### config.mk
export PLATFORM = sky130hd
export DESIGN_NAME = stream_rr_arb
export DESIGN_NICKNAME = d
export VERILOG_FILES = /design/src/rtl/stream_rr_arb.sv
export SDC_FILE = /design/constraint.sdc
export NUM_CORES = 1
export LEC_CHECK = 0
export CAP_MARGIN = 5
export CORE_UTILIZATION = 33
export DETAILED_ROUTE_END_ITERATION = 8
export PLACE_DENSITY = 0.85
export SETUP_SLACK_MARGIN = 0.5
export SLEW_MARGIN = 20
export SYNTH_ARGS = -nofsm -noshare
export SYNTH_HDL_FRONTEND = slang
export SYNTH_SLANG_ARGS = --single-unit
export TNS_END_PERCENT = 30
### constraint.sdc
create_clock -name clk -period 1.7 [get_ports clk]
set_input_delay 0.34 -clock clk [delete_from_list [all_inputs] [get_ports clk]]
set_output_delay 0.34 -clock clk [all_outputs]
set_load 0.01 [all_outputs]
### src/rtl/stream_rr_arb.sv
// Round-robin merge of NI valid-ready streams into one registered output stream; 1 cycle latency.
// Backpressure: accepts a new beat only when the output is empty or draining. Build with STREAM_ARB_LAST_EN for packet lock.
module stream_rr_arb #(
    parameter int W  = 32,
    parameter int NI = 4,
    localparam int SW = (NI > 1) ? $clog2(NI) : 1
) (
    input  logic                   clk,
    input  logic                   rst,
    input  logic                   clk_en,
    input  logic [NI-1:0]          i_v,
    output logic [NI-1:0]          i_rdy,
    input  logic [NI-1:0][W-1:0]   i,
`ifdef STREAM_ARB_LAST_EN
    input  logic [NI-1:0]          i_last,
    output logic                   o_last,
`endif
    output logic                   o_v,
    input  logic                   o_rdy,
    output logic [W-1:0]           o,
    output logic [SW-1:0]          o_src
);

    generate
        if (W <= 0) begin : g_chk_w
            $fatal(1, "stream_rr_arb: W must be > 0");
        end
        if (NI < 2) begin : g_chk_ni
            $fatal(1, "stream_rr_arb: NI must be >= 2");
        end
    endgenerate

    logic           r_o_v;
    logic [W-1:0]   r_o;
    logic [SW-1:0]  r_o_src;
    logic [SW-1:0]  r_ptr;
`ifdef STREAM_ARB_LAST_EN
    logic           r_o_last;
    logic           r_lock;
    logic [SW-1:0]  r_lock_src;
`endif

    logic           w_can_load;
    logic           w_any;
    logic           w_load;
    logic           w_hi_hit;
    logic           w_lo_hit;
    logic [SW-1:0]  w_hi_g;
    logic [SW-1:0]  w_lo_g;
    logic [SW-1:0]  w_g;
    logic [SW-1:0]  w_ptr_nxt;
    logic [NI-1:0]  w_onehot;

    assign w_can_load = !r_o_v || o_rdy;

    // Descending scan: the last hit is the lowest index at/above ptr (hi) or overall (lo, the wrap case).
    always_comb begin
        w_hi_hit = 1'b0;
        w_hi_g   = '0;
        w_lo_hit = 1'b0;
        w_lo_g   = '0;
        for (int k = NI - 1; k >= 0; k--) begin
            if (i_v[k]) begin
                w_lo_hit = 1'b1;
                w_lo_g   = SW'(k);
                if (SW'(k) >= r_ptr) begin
                    w_hi_hit = 1'b1;
                    w_hi_g   = SW'(k);
                end
            end
        end
        w_g   = w_hi_hit ? w_hi_g : w_lo_g;
        w_any = w_lo_hit;
`ifdef STREAM_ARB_LAST_EN
        if (r_lock) begin
            w_g   = r_lock_src;
            w_any = i_v[r_lock_src];
        end
`endif
    end

    always_comb begin
        w_onehot = '0;
        for (int k = 0; k < NI; k++) begin
            w_onehot[k] = (SW'(k) == w_g);
        end
    end

    assign w_load    = clk_en && w_can_load && w_any;
    assign i_rdy     = w_load ? w_onehot : '0;
    assign w_ptr_nxt = (w_g == SW'(NI - 1)) ? '0 : w_g + 1'b1;

    always_ff @(posedge clk) begin
        if (rst) begin
            r_o_v      <= 1'b0;
            r_o        <= '0;
            r_o_src    <= '0;
            r_ptr      <= '0;
`ifdef STREAM_ARB_LAST_EN
            r_o_last   <= 1'b0;
            r_lock     <= 1'b0;
            r_lock_src <= '0;
`endif
        end else if (clk_en) begin
            if (w_can_load && w_any) begin
                r_o_v   <= 1'b1;
                r_o     <= i[w_g];
                r_o_src <= w_g;
`ifdef STREAM_ARB_LAST_EN
                r_o_last <= i_last[w_g];
                // ptr only moves at packet end so the next packet starts after the winner.
                if (i_last[w_g]) begin
                    r_lock <= 1'b0;
                    r_ptr  <= w_ptr_nxt;
                end else begin
                    r_lock     <= 1'b1;
                    r_lock_src <= w_g;
                end
`else
                r_ptr <= w_ptr_nxt;
`endif
            end else if (r_o_v && o_rdy) begin
                r_o_v <= 1'b0;
            end
        end
    end

    assign o_v   = r_o_v;
    assign o     = r_o;
    assign o_src = r_o_src;
`ifdef STREAM_ARB_LAST_EN
    assign o_last = r_o_last;
`endif

endmodule

# Word level (Yosys, flattened, before mapping)
# Index checks and enable logic that the tools add are counted.
# word_totals
register_bits	37
output_inout_bits	39
inputBits	136
latch_bits	0
mem_bits_rw	0
word_cells	55
n_memories	0
mem_bits_ro	0
# op_classes
mul	0
mux	31
addsub	1
shifts	0
div_mod_pow	0
n_bitwise	0
order_cmp	5
eq_ne	4
reduce_logical	10
# ops
operator	count
binary-select mux 32 bit (select 2 bit)	1
two-way mux 32 bit	1
two-way mux 2 bit	14
two-way mux 1 bit	14
== test 2 bit (first input constant)	2
>= comparator 1 x 2 -> 1 bit (first input constant)	2
>= comparator 2 bit (first input constant)	2
logical AND 1 bit	4
two-way mux 4 bit	1
AND reduction 2 bit	2
< comparator 2 x 3 -> 1 bit (second input constant)	1
adder 2 x 1 -> 2 bit (second input constant)	1
== test 1 x 2 -> 1 bit (first input constant)	1
== test 2 bit (second input constant)	1
zero test 2 bit	1
nonzero test 2 bit	1
zero test 1 bit	1
logical OR 1 bit	1

# Logic depth before layout (Yosys ltp)
# depth
depth_word	12
ltp_mapped	7
mapped_depth_nobuf	5

# Worst setup path after synthesis
# OpenSTA, ideal clock, no wires.
# synth_path
path_type	input to output
from	input port i_v[3]
to	output port i_rdy[1]
path_stages	6
path_buffers	2
path_slack_ps	-157
t_required_ps	1360
arrival_time_ps	1517
cell_sequence	or4_4 and3_1 buf_2 buf_2 nand2_1 nor2_1
# synth_between
elab_chain_len	10
word_cells_on_any_way	26
classes_between	eq/ne: 1; mux: 24; reduce/logical: 1
# synth_lines
item	line_no	text
from (decl)	11	input logic [NI-1:0] i_v,
two-way mux 2 bit or two-way mux 1 bit (tied branches)	63	if (i_v[k]) begin
two-way mux 2 bit or two-way mux 1 bit (tied branches)	66	if (SW'(k) >= r_ptr) begin
two-way mux 2 bit or two-way mux 1 bit (tied branches)	63	
two-way mux 2 bit or two-way mux 1 bit (tied branches)	66	
two-way mux 2 bit or two-way mux 1 bit (tied branches)	63	
two-way mux 2 bit or two-way mux 1 bit (tied branches)	66	
two-way mux 2 bit or two-way mux 1 bit (tied branches)	63	
two-way mux 2 bit	72	w_g = w_hi_hit ? w_hi_g : w_lo_g;
== test 1 x 2 -> 1 bit	85	w_onehot[k] = (SW'(k) == w_g);
two-way mux 4 bit (*)	90	assign i_rdy = w_load ? w_onehot : '0;
to (decl)	12	output logic [NI-1:0] i_rdy,
# Every way passes the cells marked *; elsewhere a longest branch is shown, timed or not.

# Final worst setup path
# layout_path
from	register r_ptr[1]
to	output port i_rdy[0]
# layout_between
elab_chain_len	12
word_cells_on_any_way	23
classes_between	order compare: 4; mux: 18; reduce/logical: 1
# layout_lines
item	line_no	text
from (decl)	36	logic [SW-1:0] r_ptr;
from (signal assigned)	120	r_ptr <= w_ptr_nxt;
>= comparator 2 bit	66	
two-way mux 2 bit or two-way mux 1 bit (tied branches)	66	
two-way mux 2 bit or two-way mux 1 bit (tied branches)	63	
two-way mux 2 bit or two-way mux 1 bit (tied branches)	66	
two-way mux 2 bit or two-way mux 1 bit (tied branches)	63	
two-way mux 2 bit or two-way mux 1 bit (tied branches)	66	
two-way mux 2 bit or two-way mux 1 bit (tied branches)	63	
two-way mux 2 bit or two-way mux 1 bit (tied branches)	66	
two-way mux 2 bit or two-way mux 1 bit (tied branches)	63	
two-way mux 2 bit (*)	72	
zero test 2 bit (*)	85	
two-way mux 4 bit (*)	90	
# Marks and branches as above.

==> metrics <==
GR Util All Layers 28.98%; Clk pin slew, worst setup/hold paths 70 ps; Die H 90.19 um; IO Port Bufs 174; CP Class flip-flop to output pin; area delta synth->final 106.2%; placed inst area 4523 sq um; min-delay worst type flip-flop to flip-flop; HPWL after DPL 7.539 mm; multi-input logic area 1754 sq um; Post-synth ARST share 0%; initial DRC count 121; Final Power 3.571 mW; first-pass detailed-route iteration total 4; number of max-cap violations 0; Die Wd 90.19 um; element type at the critical path end output pin; P_leak 1.975 nW; Slew @ Worst Pin 333.6 ps; Clock Skew 10.94 ps; ANT nets after route 0; most frequent cells in the layout 128 x clkdlybuf4s50_1, 73 x nand3_1, 33 x dfxtp_1; CTS buffer count 5; Finished Cell Area 5293 sq um; routability cong. 0.8281; Final WS setup -152.2 ps; xor/xnor share of the synthesized area 0%; largest family of logic cells by synthesized area simple AND/OR/NAND/NOR gates; Sink Count 37; clock power share 22.8%; CTS Root Cell clkbuf_8; clk_lat worst skew 290 ps; Synth Area per Inst 8.332 sq um; Max Freq 539.9 MHz; TritonCTS clock tree done; Ports 175; Nets 652; RSZ-0062 raised after global routing true; Post-Synth Adder-Cell Area 0%; largest net degree at the start of global routing 36; switching pwr 1.118 mW; Ys Warns 0; vias in the first global route 3,836; Final period util 109.0%; DIE AREA 8133 sq um; Simple-Gate Fraction of Synth Area 33.98%; total grt overflow 0; Worst EP arrival 1510 ps; Peak VDD IR 484.6 uV; Unique masters post-synth 39; outcome finished, violations left; first-pass GRT wire length 18.93 mm; initial antenna violation count 0; Residual DRC 0; DR vias/cell 5.909; Synth Flop Type dfxtp_1; Seq pwr share 29.0%; register area 750.7 sq um; DRT Wirelength 12.22 mm; fill cell count 541; number of flops mapped to enable cells by yosys 0; Post-Synthesis Net Count 444; worst-path maximum fanout 7; logic gate share of total power 48.2%; failing checks negative setup slack; Sw Ratio 31.32%; H-tree depth 2; PD cells 674.7 nW/um^2; worst relative slew slack 77.76%; Seq cells post-synth 37; Antenna Cells 0; CP Data Required Time 1360 ps; Setup crit start kind flip-flop; core area 7370 sq um; post-synthesis mux area share 0.3901%; Avg WL per Cell 19.83 um; Mapped Area 2566 sq um; total number of vias 3,640; CTS Buffer Depth 2; max-slew violation count 0; share of cells above drive strength 1 31.91%; cell-internal power 2.452 mW; Compound-Gate Fraction of Synth Area 27.65%; sequential area share after synthesis 28.86%; commonest non-fill, non-tap cell in the layout clkdlybuf4s50_1; Starting Density 34.82%; Rows 31; Final Hold Fails 0; Tmin final 1852 ps; Post-Synthesis Cells 308; Final setup viols 37
## power groups by stage
| stage | registers (mW) | clock network, mW | logic [mW] |
|---|---|---|---|
| finish | 1.04 | 0.815 | 1.72 |
| global route | 1.05 | 0.854 | 1.81 |
| CTS | 1.03 | 0.819 | 1.68 |
| detailed placement | 1.05 | 0 | 1.33 |
| global placement | 1.04 | 0 | 1.30 |
| floorplan | 1.09 | 0 | 0.559 |
## layer usage
metal  GRT usage, %  vias to the layer above  share of wire [%]
met5              0                        -                  0
met4          12.10                        0                3.4
met3          6.091                       36                7.7
met2          52.42                      203                 51
met1          32.75                     1761                 38
li1               -                     1640                  -
## Yosys cell counts, types with 2 or more instances
library cell  instances  share of area, %
nand3_1              80                16
dfxtp_1              37                29
and2_1               32               7.8
o2111ai_1            32                11
a31oi_1              16               3.9
nand4_1              16               3.9
clkbuf_1             14               2.0
a41oi_2              10               6.3
buf_2                10               2.0
buf_6                 9               3.9
nor2_1                9               1.3
a41oi_1               6               2.0
nand2_1               4              0.58
a21oi_1               3              0.58
buf_4                 3              0.88
nor3_1                3              0.58
nand2_2               2              0.49
## worst max-delay path, stage by stage (launching register included)
cell	delay, ps
dfxtp_4	400
mux2i_2	230
o22ai_2	130
nor2_4	180
buf_4	140
nor3_2	30
buf_2	140
## logic make-up after synthesis
family | Yosys count
mux | 1
compound gates | 76
simple gates | 156
flops | 37
buf+inv | 38
## final cells by class
| cell class | count | share of cell area [%] |
|---|---|---|
| Clock buffer | 7 | 1.631 |
| Timing Repair Buffer | 237 | 48.06 |
| Inverter | 1 | 0.07092 |
| Clock inverter | 1 | 0.5674 |
| Tap cell | 99 | 2.340 |
| Sequential cell | 37 | 14.18 |
| Multi-Input combinational cell | 234 | 33.14 |
## what timing repair did
| item | in CTS | in global routing |
|---|---|---|
| gates resized for setup | 194 | 21 |
| pin swaps | 25 | 6 |
| gates cloned | 11 | 0 |
| endpoints found under the setup margin | 76 | 73 |
| setup buffers | 18 | 2 |
| hold buffers | 0 | 0 |
## final timing paths
| check | start | end | slack (ps) | depth (start not counted) |
|---|---|---|---|---|
| max reg2reg | r_ptr[1] | o[6] | -150 | 7 |
| max | r_ptr[1] | i_rdy[0] | -150 | 6 |
| min | o_src[1] | o_src[1] | 510 | 2 |
| min reg2reg | o_src[1] | o_src[1] | 510 | 2 |
## stage by stage
step	hold slack, ps	instances	setup WS (ps)	TNS (ps)	util (%)
floorplan	480.5	308	-34.40	-328.7	-
global placement	454.9	577	-787.7	-27080	61.38
detailed placement	466.8	577	-789.5	-28620	61.38
CTS	477.7	614	-166.1	-3193	71.60
global route	545.1	616	-232.7	-6053	71.82
finish	505.7	616	-152.2	-3335	71.82
## flip-flops by register name, indices dropped and copies added (netlist names)
register,cells
o_src,2
o_v,1
o,32
r_ptr,2
(Power assumes the default switching activity.)
